File: src/rtl/reg_file_sb.sv
// -----------------------------------------------------------------------------
// reg_file_sb
// Multi-port integer register file with an integrated busy-bit scoreboard.
// Register 0 is hardwired to zero and is never marked busy.
//
// Ports
//   clock       single clock, all state updates on posedge
//   reset       asynchronous active-high; clears registers and busy bits
//   rd_addr     NRD read addresses, port k at [k*AW +: AW]
//   rd_data     NRD read data (combinational), port k at [k*XLEN +: XLEN]
//   rd_busy     busy flag of the register addressed by each read port
//   wen         per-write-port enable
//   waddr       NWR write addresses, port j at [j*AW +: AW]
//   wdata       NWR write data, port j at [j*XLEN +: XLEN]
//   alloc_en    mark alloc_addr busy (producer issued)
//   alloc_addr  register being allocated
//   flush       synchronous clear of all busy bits; register contents kept
//   busy_vec    registered busy bits, bit i = register i
// -----------------------------------------------------------------------------
module reg_file_sb #(
    parameter int XLEN   = 64,
    parameter int NREG   = 32,
    parameter int NRD    = 2,
    parameter int NWR    = 1,
    parameter int BYPASS = 1,
    localparam int AW    = $clog2(NREG)
) (
    input  logic              clock,
    input  logic              reset,
    input  logic [NRD*AW-1:0]   rd_addr,
    output logic [NRD*XLEN-1:0] rd_data,
    output logic [NRD-1:0]      rd_busy,
    input  logic [NWR-1:0]      wen,
    input  logic [NWR*AW-1:0]   waddr,
    input  logic [NWR*XLEN-1:0] wdata,
    input  logic                alloc_en,
    input  logic [AW-1:0]       alloc_addr,
    input  logic                flush,
    output logic [NREG-1:0]     busy_vec
);

    logic [XLEN-1:0] regs [NREG];
    logic [NREG-1:0] busy;
    logic [NREG-1:0] busy_next;

    // Register storage. Ports are visited in ascending order, so when several
    // ports target the same address the last scheduled update (highest port)
    // is the one that sticks.
    // NOTE: the array sits on the async reset because reset must make every
    // register read back as zero immediately; a memory without reset would
    // map to plain RAM but could not meet that.
    always_ff @(posedge clock or posedge reset) begin
        if (reset) begin
            for (int i = 0; i < NREG; i++) begin
                regs[i] <= '0;
            end
        end else begin
            for (int j = 0; j < NWR; j++) begin
                if (wen[j] && waddr[j*AW +: AW] != '0) begin
                    regs[waddr[j*AW +: AW]] <= wdata[j*XLEN +: XLEN];
                end
            end
        end
    end

    // Busy next-state: later statements override earlier ones, which gives
    // the priority flush > alloc > write-back > hold.
    // NOTE: the whole vector is given a value before any conditional update,
    // so no path leaves a bit unassigned and no latch is inferred.
    always_comb begin
        busy_next = busy;
        for (int j = 0; j < NWR; j++) begin
            if (wen[j]) begin
                busy_next[waddr[j*AW +: AW]] = 1'b0;
            end
        end
        if (alloc_en) begin
            busy_next[alloc_addr] = 1'b1;
        end
        if (flush) begin
            busy_next = '0;
        end
        busy_next[0] = 1'b0;
    end

    always_ff @(posedge clock or posedge reset) begin
        if (reset) begin
            busy <= '0;
        end else begin
            busy <= busy_next;
        end
    end

    assign busy_vec = busy;

    // Combinational read ports. With bypass, a same-cycle write to the read
    // address forwards its data (highest port wins) and hides the busy bit,
    // since the producer's result is available right now. A same-cycle
    // allocation is deliberately not looked at here.
    always_comb begin
        rd_data = '0;
        rd_busy = '0;
        for (int k = 0; k < NRD; k++) begin
            rd_data[k*XLEN +: XLEN] = regs[rd_addr[k*AW +: AW]];
            rd_busy[k]              = busy[rd_addr[k*AW +: AW]];
            if (BYPASS != 0) begin
                for (int j = 0; j < NWR; j++) begin
                    if (wen[j] && waddr[j*AW +: AW] == rd_addr[k*AW +: AW]) begin
                        rd_data[k*XLEN +: XLEN] = wdata[j*XLEN +: XLEN];
                        rd_busy[k]              = 1'b0;
                    end
                end
            end
            // x0 reads zero and is never busy; reset also blocks forwarding.
            if (reset || rd_addr[k*AW +: AW] == '0) begin
                rd_data[k*XLEN +: XLEN] = '0;
                rd_busy[k]              = 1'b0;
            end
        end
    end

endmodule

File: config.mk
export PLATFORM = sky130hd
export DESIGN_NAME = reg_file_sb
export DESIGN_NICKNAME = d
export VERILOG_FILES = /design/src/rtl/reg_file_sb.sv
export SDC_FILE = /design/constraint.sdc
export NUM_CORES = 2
export LEC_CHECK = 0
export BUFFER_PORTS_ARGS = -buffer_cell sky130_fd_sc_hd__buf_2
export CORE_MARGIN = 2
export CORE_UTILIZATION = 51
export DETAILED_ROUTE_END_ITERATION = 7
export PLACE_DENSITY = 0.67
export SLEW_MARGIN = 10
export SYNTH_ARGS = -nofsm -noshare
export SYNTH_HDL_FRONTEND = slang
export SYNTH_SLANG_ARGS = --single-unit
export TNS_END_PERCENT = 1
File: constraint.sdc
create_clock -name clock -period 86.5 [get_ports clock]
set_input_delay 8.65 -clock clock [delete_from_list [all_inputs] [get_ports clock]]
set_output_delay 8.65 -clock clock [all_outputs]
set_load 0.1 [all_outputs]
==> results.cfg <==
[outcome]
status = complete, no violations

[global_routing]
grt_util_all_layers = 0.3339
antenna_found_initial = 37
grt_pass1_wl_mm = 542.5
grt_overflow = 0
grt_max_degree = 195
grt_pass1_vias = 74840

[sta]
slew_headroom = 0.1080
fmax_ghz = 0.04447
setup_viol = 0
fin_setup_tns_ns = 0
period_needed_ns = 22.49
finalHoldViolations = 0
worstMarginPinSlew_ns = 1.338
min_period_over_period = 0.2600
finalMaxSlewViolations = 0
rsz0062_at_grt = no
finClkSkew_ns = 0

[power]
p_leak_uw = 0.05311
p_int_uw = 2062
p_clk_frac = 0.336
seqPwrFrac = 0.446
peakVddDrop_mv = 0.01746
switching_share = 0.2863
power_frac_comb = 0.217
p_per_area_nw_per_um2 = 23.66
switching_power_uw = 826.8

[detailed_routing]
drt_iter0_drc = 8084
wire_per_inst_um = 36.10
vias = 73030
antenna_left = 0
drc_errors = 0
via_per_inst = 7.073
drt_pass1_iterations = 5
drt-total-wl_mm = 372.8

[logic_synthesis]
ys_ff_latch = 2079
synth_warnings = 0
yosysMostFrequentCell = mux2_2
synth_commonest_cells = mux2_2 (2113), dfrtp_1 (2079), mux4_2 (977)
synth_fp_nets = 7596
synth-main-ff-cell = dfrtp_1
async_flop_share = 1.000
avgSynthCellArea_um2 = 14.96
yosysTopAreaCellShare = 0.4633
synth_area_leader_cell = dfrtp_1
syn_area_um2 = 112300
ys_seq_area_frac = 0.4633
synth_edf_count = 0
yosys.cell_types.count = 53
synthCells = 7507
post_synth_main_area_contributors = dfrtp_1 (46%), mux2_2 (21%), mux4_2 (20%)

[clock_network]
cts_buffers = 217
cts_root_buffer = clkbuf_16
htreeDepth = 4
clock-sinks = 2079
clkTransAtPathRegs_ns = 0.06
ctsResizeCount = 0
clockBufferDepth = 3
cts_setup_buffers = 0
cts_hold_buffers = 0
clk_latency_ns = 0.87
cts_tree = built

[die]
die_h_um = 473.2
start_util = 0.5120
rows = 172
dieArea_um2 = 223900
die_x_um = 473.2
num_io_pins = 251
core-area_um2 = 219300

[worst_setup_path]
crit_type = in2out
slowest_stage = o31ai_1
crit_path_start = rd_addr[0]
worstPathCellList = buf_8 -> buf_4 -> buf_12 -> buf_4 -> mux4_2 -> mux4_2 -> nor2b_1 -> o31ai_1 -> buf_2
critical_path_buf_inv_count = 5
start_kind = input pin
path_delay_family = buffers and inverters
max_stage_delay_ns = 1.03
crit_fanout = 85
r2r_end = busy_vec[17]$_DFF_PP0_
reg2reg_depth = 2
r2r_slack_ns = 85.68
required_ns = 77.85
reg2reg_from = busy_vec[17]$_DFF_PP0_
cp.arrival_ns = 13.84
end_kind = primary output

[hold_path]
worstHoldPathType = reg2reg
min_from = regs[2020]$_DFFE_PP0P_
min_path_cells = 0
min_to = regs[2020]$_DFFE_PP0P_

[cells_and_area]
fillers = 17180
post-route-util = 0.5568
area_delta_synth_final_pct = 8.745
drive_above_1_share = 0.5302
finalNetCount = 7343

[placement]
portBuffers = 249
hpwl_mm = 201.0
gp_congestion = 0.8359

[run]
maxCapViolCount = 0
==> per-stage QoR <==
| stage | hold WS, ns | worst slack, ns | total power [uW] | area, um^2 | cells |
|---|---|---|---|---|---|
| after floorplan | 0.4413 | 19.08 | 1778 | 112300 | 7507 |
| after global placement | 0.3766 | 63.87 | 1894 | 114700 | 9906 |
| after detailed placement | 0.3827 | 63.97 | 1924 | 114700 | 9906 |
| after CTS | 0.3970 | 63.94 | 2890 | 122000 | 10300 |
| after global routing | 0.4117 | 63.76 | 2996 | 122100 | 10310 |
| final | 0.3957 | 64.01 | 2889 | 122100 | 10330 |
==> cell families after synthesis <==
kind of cell	after synthesis	share of synthesized area
muxes	3439	0.4390
DFF	2079	0.4633
buffers and inverters	888	0.03779
AOI/OAI and AO/OA	662	0.04083
and+or+nand+nor	428	0.01829
xor gates and xnor gates	10	0.0007800
other	1	0.00003340
==> worst max path at each step <==
stage,to,depth (start not counted),slack (ns)
final,rd_data[63],9,64.01
after global routing,rd_data[63],9,63.76
after CTS,rd_data[52],10,63.94
after detailed placement,rd_data[52],10,63.97
after global placement,rd_data[41],9,63.87
after floorplan,busy_vec[10]$_DFF_PP0_,1,19.08
==> registers in the layout (all words and copies together), names as in the netlist <==
name	cells
busy_vec	31
regs	2048
==> power groups by stage <==
stage	registers (uW)	clock network, uW	logic, uW
2_1_floorplan	1270	0	511
3_3_place_gp	1280	0	611
3_5_place_dp	1300	0	625
4_1_cts	1280	981	627
5_1_grt	1310	1020	664
6_report	1290	971	628
==> routing by layer <==
metal / track usage / share of wire
met1: 0.4356 / 0.38
met2: 0.5272 / 0.47
met3: 0.07165 / 0.084
met4: 0.1752 / 0.060
met5: 0 / 0.00056
==> cells in the final DEF (no fill, tap or decap), drive strengths merged, types with 33 or more instances in the layout <==
cell type and count:
a21oi 120, a221o 33, a221oi 111, a22oi 46
buf 413, clkbuf 314, clkinv 57, dfrtp 2079
mux2 2113, mux2i 349, mux4 977, nand2 159
nor2 83, nor2b 68, o21ai 134, o22ai 70
o31ai 77
==> cell type report <==
type | instances | area (um^2) | share of cell area
clock inverters | 84 | 944.7 | 0.007736
diodes | 22 | 55.05 | 0.0004509
repair buffers | 413 | 2721 | 0.02229
clock buffers | 314 | 6389 | 0.05232
multi-input cells | 4540 | 56350 | 0.4615
well taps | 2871 | 3592 | 0.02942
flip-flops and latches | 2079 | 52020 | 0.4261
inverters | 3 | 31.28 | 0.0002562
No activity file was read; power rests on OpenSTA's default activity.
